<file path="config.mk">
export PLATFORM = sky130hd
export DESIGN_NAME = vga_timing_gen
export DESIGN_NICKNAME = d
export VERILOG_FILES = /design/src/rtl/vga_timing_gen.sv
export SDC_FILE = /design/constraint.sdc
export NUM_CORES = 1
export LEC_CHECK = 0
export ABC_AREA = 1
export BUFFER_PORTS_ARGS = -buffer_cell sky130_fd_sc_hd__buf_2
export CORE_ASPECT_RATIO = 0.6
export CORE_UTILIZATION = 55
export CTS_CLUSTER_SIZE = 16
export DETAILED_ROUTE_END_ITERATION = 8
export GPL_TIMING_DRIVEN = 0
export PLACE_DENSITY = 0.76
export SYNTH_ARGS = -nofsm -noshare
export SYNTH_HDL_FRONTEND = slang
export SYNTH_SLANG_ARGS = --single-unit
</file>
<file path="constraint.sdc">
create_clock -name CLK -period 1.85 [get_ports CLK]
set_input_delay 0.0925 -clock CLK [delete_from_list [all_inputs] [get_ports CLK]]
set_output_delay 0.0925 -clock CLK [all_outputs]
set_load 0.01 [all_outputs]
</file>
<file path="src/rtl/vga_timing_gen.sv">
// Parametrised VGA/DVI raster timing generator: h/v counters, a registered stage-0
// decode, and a delay line that aligns HS/VS/BLANK with pixel data LATENCY cycles later.
module vga_timing_gen #(
  parameter int HDISP   = 640,
  parameter int HFP     = 16,
  parameter int HPULSE  = 96,
  parameter int HBP     = 48,
  parameter int VDISP   = 480,
  parameter int VFP     = 10,
  parameter int VPULSE  = 2,
  parameter int VBP     = 33,
  parameter bit HS_POL  = 1'b0,
  parameter bit VS_POL  = 1'b0,
  parameter int LATENCY = 0,
  localparam int XW = (HDISP > 1) ? $clog2(HDISP) : 1,
  localparam int YW = (VDISP > 1) ? $clog2(VDISP) : 1
) (
  input  logic          CLK,
  input  logic          RST,
  output logic          PIX_REQ,
  output logic [XW-1:0] PIX_X,
  output logic [YW-1:0] PIX_Y,
  output logic          LINE_START,
  output logic          FRAME_START,
  output logic          VGA_CLK,
  output logic          VGA_HS,
  output logic          VGA_VS,
  output logic          VGA_BLANK,
  output logic          VGA_SYNC
);

  localparam int HTOTAL = HDISP + HFP + HPULSE + HBP;
  localparam int VTOTAL = VDISP + VFP + VPULSE + VBP;
  localparam int HCW    = $clog2(HTOTAL);
  localparam int VCW    = $clog2(VTOTAL);

  localparam logic [HCW-1:0] H_LAST = HCW'(HTOTAL - 1);
  localparam logic [HCW-1:0] H_DISP = HCW'(HDISP);
  localparam logic [HCW-1:0] H_PS   = HCW'(HDISP + HFP);
  localparam logic [HCW-1:0] H_PE   = HCW'(HDISP + HFP + HPULSE);
  localparam logic [VCW-1:0] V_LAST = VCW'(VTOTAL - 1);
  localparam logic [VCW-1:0] V_DISP = VCW'(VDISP);
  localparam logic [VCW-1:0] V_PS   = VCW'(VDISP + VFP);
  localparam logic [VCW-1:0] V_PE   = VCW'(VDISP + VFP + VPULSE);

  logic [HCW-1:0] hc_q, hc_d;
  logic [VCW-1:0] vc_q, vc_d;
  logic           h_wrap, h_vis, v_vis, h_pulse, v_pulse;

  logic          pix_req_q, line_start_q, frame_start_q;
  logic [XW-1:0] pix_x_q;
  logic [YW-1:0] pix_y_q;
  logic          hs0_q, vs0_q, blank0_q;

  always_comb begin
    h_wrap  = (hc_q == H_LAST);
    hc_d    = h_wrap ? '0 : hc_q + HCW'(1);
    vc_d    = vc_q;
    if (h_wrap) begin
      vc_d = (vc_q == V_LAST) ? '0 : vc_q + VCW'(1);
    end
    h_vis   = (hc_q < H_DISP);
    v_vis   = (vc_q < V_DISP);
    h_pulse = (hc_q >= H_PS) && (hc_q < H_PE);
    v_pulse = (vc_q >= V_PS) && (vc_q < V_PE);
  end

  always_ff @(posedge CLK) begin
    if (RST) begin
      hc_q          <= '0;
      vc_q          <= '0;
      pix_req_q     <= 1'b0;
      pix_x_q       <= '0;
      pix_y_q       <= '0;
      line_start_q  <= 1'b0;
      frame_start_q <= 1'b0;
      hs0_q         <= ~HS_POL;
      vs0_q         <= ~VS_POL;
      blank0_q      <= 1'b0;
    end else begin
      hc_q          <= hc_d;
      vc_q          <= vc_d;
      pix_req_q     <= h_vis && v_vis;
      pix_x_q       <= h_vis ? hc_q[XW-1:0] : '0;
      pix_y_q       <= v_vis ? vc_q[YW-1:0] : '0;
      line_start_q  <= (hc_q == '0);
      frame_start_q <= (hc_q == '0) && (vc_q == '0);
      hs0_q         <= h_pulse ? HS_POL : ~HS_POL;
      vs0_q         <= v_pulse ? VS_POL : ~VS_POL;
      blank0_q      <= h_vis && v_vis;
    end
  end

  // Every delay stage resets to the inactive levels so no stale pulse survives a reset.
  generate
    if (LATENCY == 0) begin : g_nodelay
      assign VGA_HS    = hs0_q;
      assign VGA_VS    = vs0_q;
      assign VGA_BLANK = blank0_q;
    end else begin : g_delay
      logic [LATENCY-1:0] hs_dl_q, hs_dl_d;
      logic [LATENCY-1:0] vs_dl_q, vs_dl_d;
      logic [LATENCY-1:0] blank_dl_q, blank_dl_d;

      for (genvar gi = 0; gi < LATENCY; gi++) begin : g_stage
        if (gi == 0) begin : g_first
          assign hs_dl_d[gi]    = hs0_q;
          assign vs_dl_d[gi]    = vs0_q;
          assign blank_dl_d[gi] = blank0_q;
        end else begin : g_next
          assign hs_dl_d[gi]    = hs_dl_q[gi-1];
          assign vs_dl_d[gi]    = vs_dl_q[gi-1];
          assign blank_dl_d[gi] = blank_dl_q[gi-1];
        end
      end

      always_ff @(posedge CLK) begin
        if (RST) begin
          hs_dl_q    <= {LATENCY{~HS_POL}};
          vs_dl_q    <= {LATENCY{~VS_POL}};
          blank_dl_q <= '0;
        end else begin
          hs_dl_q    <= hs_dl_d;
          vs_dl_q    <= vs_dl_d;
          blank_dl_q <= blank_dl_d;
        end
      end

      assign VGA_HS    = hs_dl_q[LATENCY-1];
      assign VGA_VS    = vs_dl_q[LATENCY-1];
      assign VGA_BLANK = blank_dl_q[LATENCY-1];
    end
  endgenerate

  assign PIX_REQ     = pix_req_q;
  assign PIX_X       = pix_x_q;
  assign PIX_Y       = pix_y_q;
  assign LINE_START  = line_start_q;
  assign FRAME_START = frame_start_q;
  assign VGA_CLK     = CLK;
  assign VGA_SYNC    = 1'b0;

endmodule

</file>
==> results.toml, run 1 <==
[final_layout]
stdcell_count = 329
area_delta_synth_final_pct = 19.3
drive_above_1_share_pct = 21.5
fin_nets = 289
fillCellCount = 271
num_antenna_cells = 0

[synthesis]
ys_seq_area_share_pct = 46.8
synthXorXnorAreaFrac_pct = 0.931
ys_ff_latch = 44
synth-simple-area-share_pct = 37.5
yosysWarnings = 0
syn_nets = 251
synthAdderAreaFrac_pct = 2.66
syn_inst = 245
synth_mux_area_share_pct = 0
syn-cell-area_mm2 = 0.00188
synth_cell_type_count = 25
syn_area_per_cell_um2 = 7.68
synth_top_family_by_area = "simple AND/OR/NAND/NOR gates"
synth_compound_area_share_pct = 2.13

[floorplanning]
core-area_mm2 = 0.00326
die_h_um = 47.3
dieArea_mm2 = 0.00367
boundaryPins = 29
die_w_um = 77.5
fp-row-count = 16
start_util_pct = 57.7

[place]
portBuffers = 27
hpwlAfterDp_um = 2790
gp_congestion = 0.877
dpl.cell_count = 317

[drt]
drc = 0
wl_per_cell_um = 11.6
drtIter0Drc = 132
routed_via_density = 4.96
drt_wl_total_um = 3820
first_pass_iters = 4
vias = 1632
ant_nets = 0

[min_path]
hp-class = "in -> reg"
hold_start = "RST"

[grt]
grt_pass1_wl_um = 6070
grtUsageMet1_pct = 34.2
grt_usage_pct = 22.7
grt_max_degree = 15
antenna_found_initial = 0
grtUsageMet2_pct = 28.8
grt_use_met3_pct = 7.18
grt_pass1_vias = 1290
grt_overflow = 0
grt.busiest_layer = "met1"

[pwr]
p_int_uw = 1610
power_density_mw_per_mm2 = 907
switchingPower_uw = 428
p_seq_share_pct = 47.7
swShare_pct = 21.0
leakagePower_uw = 0.00105
peakVddDrop_mv = 0.691
clkPwrFrac_pct = 48.5
comb_power_share_pct = 3.8

[cts]
ctsResizeCount = 0
clkLatencyLatePin_ns = 0.40
cts_tree = "built"
clkTransAtPathRegs_ns = 0.08

[critical_path]
critPathKind = "clk -> out"
cp-startpoint = "CLK"
worstReg2RegStart = "hc_q[0]"
start_kind = "clock port"
worstPathArrival_ns = 1.39
required_ns = 1.76
worstPathMaxFanout = 2
end_kind = "output port"

[status]
outcome = "complete, no violations"

[flow_run]
cap_violations = 0

[sta]
grt_setup_unrepaired = "no"
hold_viol = 0
slew_viol_final = 0
clock_skew_ns = 0.00438
setup_tns_ns = 0
setup_viol = 0
[state kept, by name, indices dropped and copies added (netlist names)]
register and count:
LINE_START 1, PIX_Y 9, VGA_BLANK 1, VGA_VS 1, vc_q 10, FRAME_START 1, hc_q 10, VGA_HS 1
PIX_X 10
[metal layers]
layer	share of wire, %	wire, µm
met5	0	0
met3	8.7	333
met1	53	2040
met2	37	1430
met4	0.73	28
[kinds of logic after synthesis]
kind of cell | Yosys count
compound gates | 8
xor+xnor | 2
fa+ha+maj | 4
buf+inv | 40
flops | 44
other cells | 1
simple gates | 146
[final timing paths]
| check | end | cells past startpoint | slack, ns |
|---|---|---|---|
| worst max-delay path | VGA_CLK | 4 | 0.37 |
| worst min-delay path | vc_q[5] | 3 | 0.45 |
| worst max register to register | vc_q[7] | 6 | 0.43 |
| worst min register to register | hc_q[0] | 1 | 0.49 |
[Yosys cell counts]
cell type	count	area (µm²)
nor3b_2	2	25.0
ha_1	4	50.1
nand4_1	10	62.6
dfxtp_1	44	881
nor3_2	2	20.0
clkinv_4	1	8.76
nor2_2	1	6.26
nand2_4	2	22.5
nor2_1	54	203
a21oi_1	8	40.0
xnor2_1	1	8.76
nand3_2	2	20.0
nor2_4	2	22.5
nand3_1	17	85.1
inv_4	1	6.26
buf_4	3	22.5
xor2_1	1	8.76
inv_2	2	7.51
buf_6	2	22.5
nand3_4	2	35.0
nor3_1	5	25.0
nand2_1	46	173
nand2_2	1	6.26
conb_1	1	3.75
inv_1	31	116
[area by class of cell]
cell class                      count  area [µm²]  share of cell area [%]
Inverter                           35         139                    6.18
Buffer                              5        45.0                    2.01
Timing Repair Buffer               27         140                    6.24
Clock inverter                      2        38.8                    1.73
Sequential cell                    44         881                    39.2
Tap cell                           45        56.3                    2.51
Clock buffer                       10         129                    5.74
Multi-Input combinational cell    161         817                    36.4
[power by group through the flow]
stage | Sequential, µW | Combinational [µW] | Clock (µW)
2_1_floorplan | 997 | 46.2 | 44.5
3_3_place_gp | 993 | 72.4 | 61.7
3_5_place_dp | 994 | 74.2 | 61.7
4_1_cts | 971 | 76.6 | 1010
5_1_grt | 974 | 84.7 | 1060
6_report | 971 | 76.4 | 988
[timing repair]
action,CTS,global route
setup buffers,0,0
endpoints found under the hold margin,3,0
hold buffers,1,0
[layout by cell type, fill, tap and decap left out, drive strengths merged]
cell / instances
nor2: 57
nand2: 49
dfxtp: 44
inv: 34
buf: 32
nand3: 21
nand4: 10
clkbuf: 9
a21oi: 8
nor3: 7
ha: 4
clkinv: 2
nor3b: 2
xor2: 1
xnor2: 1
conb: 1
bufinv: 1
dlygate4sd3: 1
[per-stage QoR]
step | hold WS [ns] | worst slack, ns | area (µm²) | utilization [%] | power [µW]
after floorplan | 0.164 | 0.567 | 1880 | - | 1090
after global placement | 0.273 | 0.465 | 2070 | 63.5 | 1130
after detailed placement | 0.273 | 0.436 | 2070 | 63.5 | 1130
after CTS | 0.441 | 0.366 | 2250 | 68.8 | 2060
after global routing | 0.482 | 0.286 | 2250 | 68.8 | 2110
final | 0.450 | 0.371 | 2250 | 68.8 | 2040
[worst max-delay path, cell delays in order]
cell and delay [ns]:
clkbuf_8 0.11, clkbuf_8 0.12, buf_4 0.11, buf_2 0.12
Note: power is estimated with default switching activity, not from simulation.
==> run 2, diff against run 1 <==
CORE_UTILIZATION = 50   (was 55)
PLACE_DENSITY = 0.72   (was 0.76)
clock period = 1.2 ns   (was 1.85 ns; I/O delays follow)
==> run 2 against run 1 <==
Effect of this change: the run now ends with negative setup slack left; clock power rose by 74%; non-clock buffer count rose by 18; total power increased by 67%; combinational power increased to 2.5 times the previous value; largest power group unchanged.
==> results.toml, run 2 (synthesis results as in run 1) <==
[status]
outcome = "finished with violations"
violations = "negative setup slack"

[critical_path]
reg2regPathDepth = 7
end_kind = "flop"
reg2reg_slack_ns = -0.24
required_ns = 1.51
r2r-end = "vc_q[9]"
start_kind = "flop"
worstPathMaxFanout = 5
worstReg2RegStart = "vc_q[3]"
critPathKind = "reg -> reg"
worstPathArrival_ns = 1.74

[drt]
drc = 0
drt_wl_total_um = 6190
drtIter0Drc = 357
ant_nets = 0
dr_wl_met3_um = 821
routed_via_density = 5.74
vias = 1996
wl_met2_um = 2420
wl_per_cell_um = 17.8
drt-met1-wl_um = 2570
first_pass_iters = 6
top_layer_used = "met4"

[min_path]
min_delay_path_depth = 4
hold_end = "PIX_Y[8]"
hp-class = "in -> reg"
hold_start = "RST"

[sta]
setup_viol = 37
whs_ns = 0.182
setup_slack_ns = -0.236
slew_viol_final = 0
fmax_mhz = 696
setup_tns_ns = -3.43
period_needed_ns = 1.44
clock_skew_ns = 0.00782
grt_setup_unrepaired = "yes"
hold_viol = 0
fin_crit_sh_pct = 120

[final_layout]
num_antenna_cells = 0
area_delta_synth_final_pct = 41.0
most-common-layout-cells = "nor2_1 (44), dfxtp_1 (33), nand2_1 (33)"
final_common_cell = "nor2_1"
fillCellCount = 224
drive_above_1_share_pct = 43.2
multi_input_area_mm2 = 0.00102
fin_nets = 309
seqCellArea_um2 = 912
fin_area_mm2 = 0.00265

[floorplanning]
core-area_mm2 = 0.00342
fp-row-count = 16
die_w_um = 81.2
dieArea_mm2 = 0.00402
boundaryPins = 29
die_h_um = 49.5
start_util_pct = 55.0

[place]
place_ws_ns = -0.166
gp_congestion = 0.878
placed_cell_area_mm2 = 0.00209
hpwlAfterDp_um = 2770
portBuffers = 27

[grt]
grt_pass1_wl_um = 7940
grt_max_degree = 14
grt_pass1_vias = 1624
grt_usage_pct = 27.3
grt_overflow = 0
antenna_found_initial = 0

[cts]
clkLatencyLatePin_ns = 0.42
clkTransAtPathRegs_ns = 0.08
cts_tree = "built"

[pwr]
leakagePower_uw = 0.00115
power.total_uw = 3400
peakVddDrop_mv = 1.55
power_density_mw_per_mm2 = 1280

[flow_run]
cap_violations = 0
==> run 2: cell types whose count changed in the layout (fill, tap and decap cells not counted), sizes merged <==
| cell | before | now |
|---|---|---|
| clkinv | 2 | 1 |
| buf | 32 | 50 |
| bufinv | 1 | 2 |
| nand2 | 49 | 50 |
| nor2 | 57 | 58 |
| clkbuf | 9 | 8 |
==> run 2: report_power, final <==
group / internal (µW) / switching [µW]
Combinational: 75.7 / 118
Clock: 1090 / 623
Sequential: 1470 / 16.1
Total: 2640 / 757
==> run 2: metal layers <==
layer  global-route usage (%)  vias to the layer above
met5                        0                        -
met4                     13.7                        0
met3                     8.52                       64
met2                     35.4                      192
met1                     39.8                      860
li1                         -                      880
==> run 2: cell type report <==
cell class                 count  share of cell area (%)
timing repair buffer          47                    11.7
sequential                    44                    34.4
multi-input combinational    163                    38.6
inverter                      35                    5.80
clock inverter                 2                    2.26
clock buffer                   9                    4.34
tap                           45                    2.12
buffer                         3                   0.849
==> run 2: how the worst max path moves through the flow <==
stage               startpoint  endpoint  depth (start not counted)
global placement       vc_q[0]   vc_q[1]                          9
finish                 vc_q[3]   vc_q[9]                          7
global route           vc_q[3]   vc_q[9]                          7
detailed placement     vc_q[0]   vc_q[1]                          9
floorplan              hc_q[0]   hc_q[7]                          7
CTS                    hc_q[0]   hc_q[7]                          8
==> run 2: per-stage QoR <==
step | instances | util, %
2_1_floorplan | 245 | -
3_3_place_gp | 317 | 61.0
3_5_place_dp | 317 | 61.0
4_1_cts | 343 | 73.1
5_1_grt | 348 | 77.5
6_report | 348 | 77.5
==> run 2: what timing repair did <==
action                     in CTS  in global routing
pin swaps                       7                 20
hold endpoints to repair        4                  4
gates resized for setup        36                 43
buffers inserted               15                  5
setup endpoints to repair      25                 38
cloned                          2                  1
==> run 2: critical path: stages, from the launching register on <==
cell and delay (ns):
dfxtp_1 0.46, nand2_1 0.20, inv_1 0.13, nand2_1 0.07, nor2_1 0.18, nand3_1 0.15, nand2_2 0.10, nor2_1 0.04
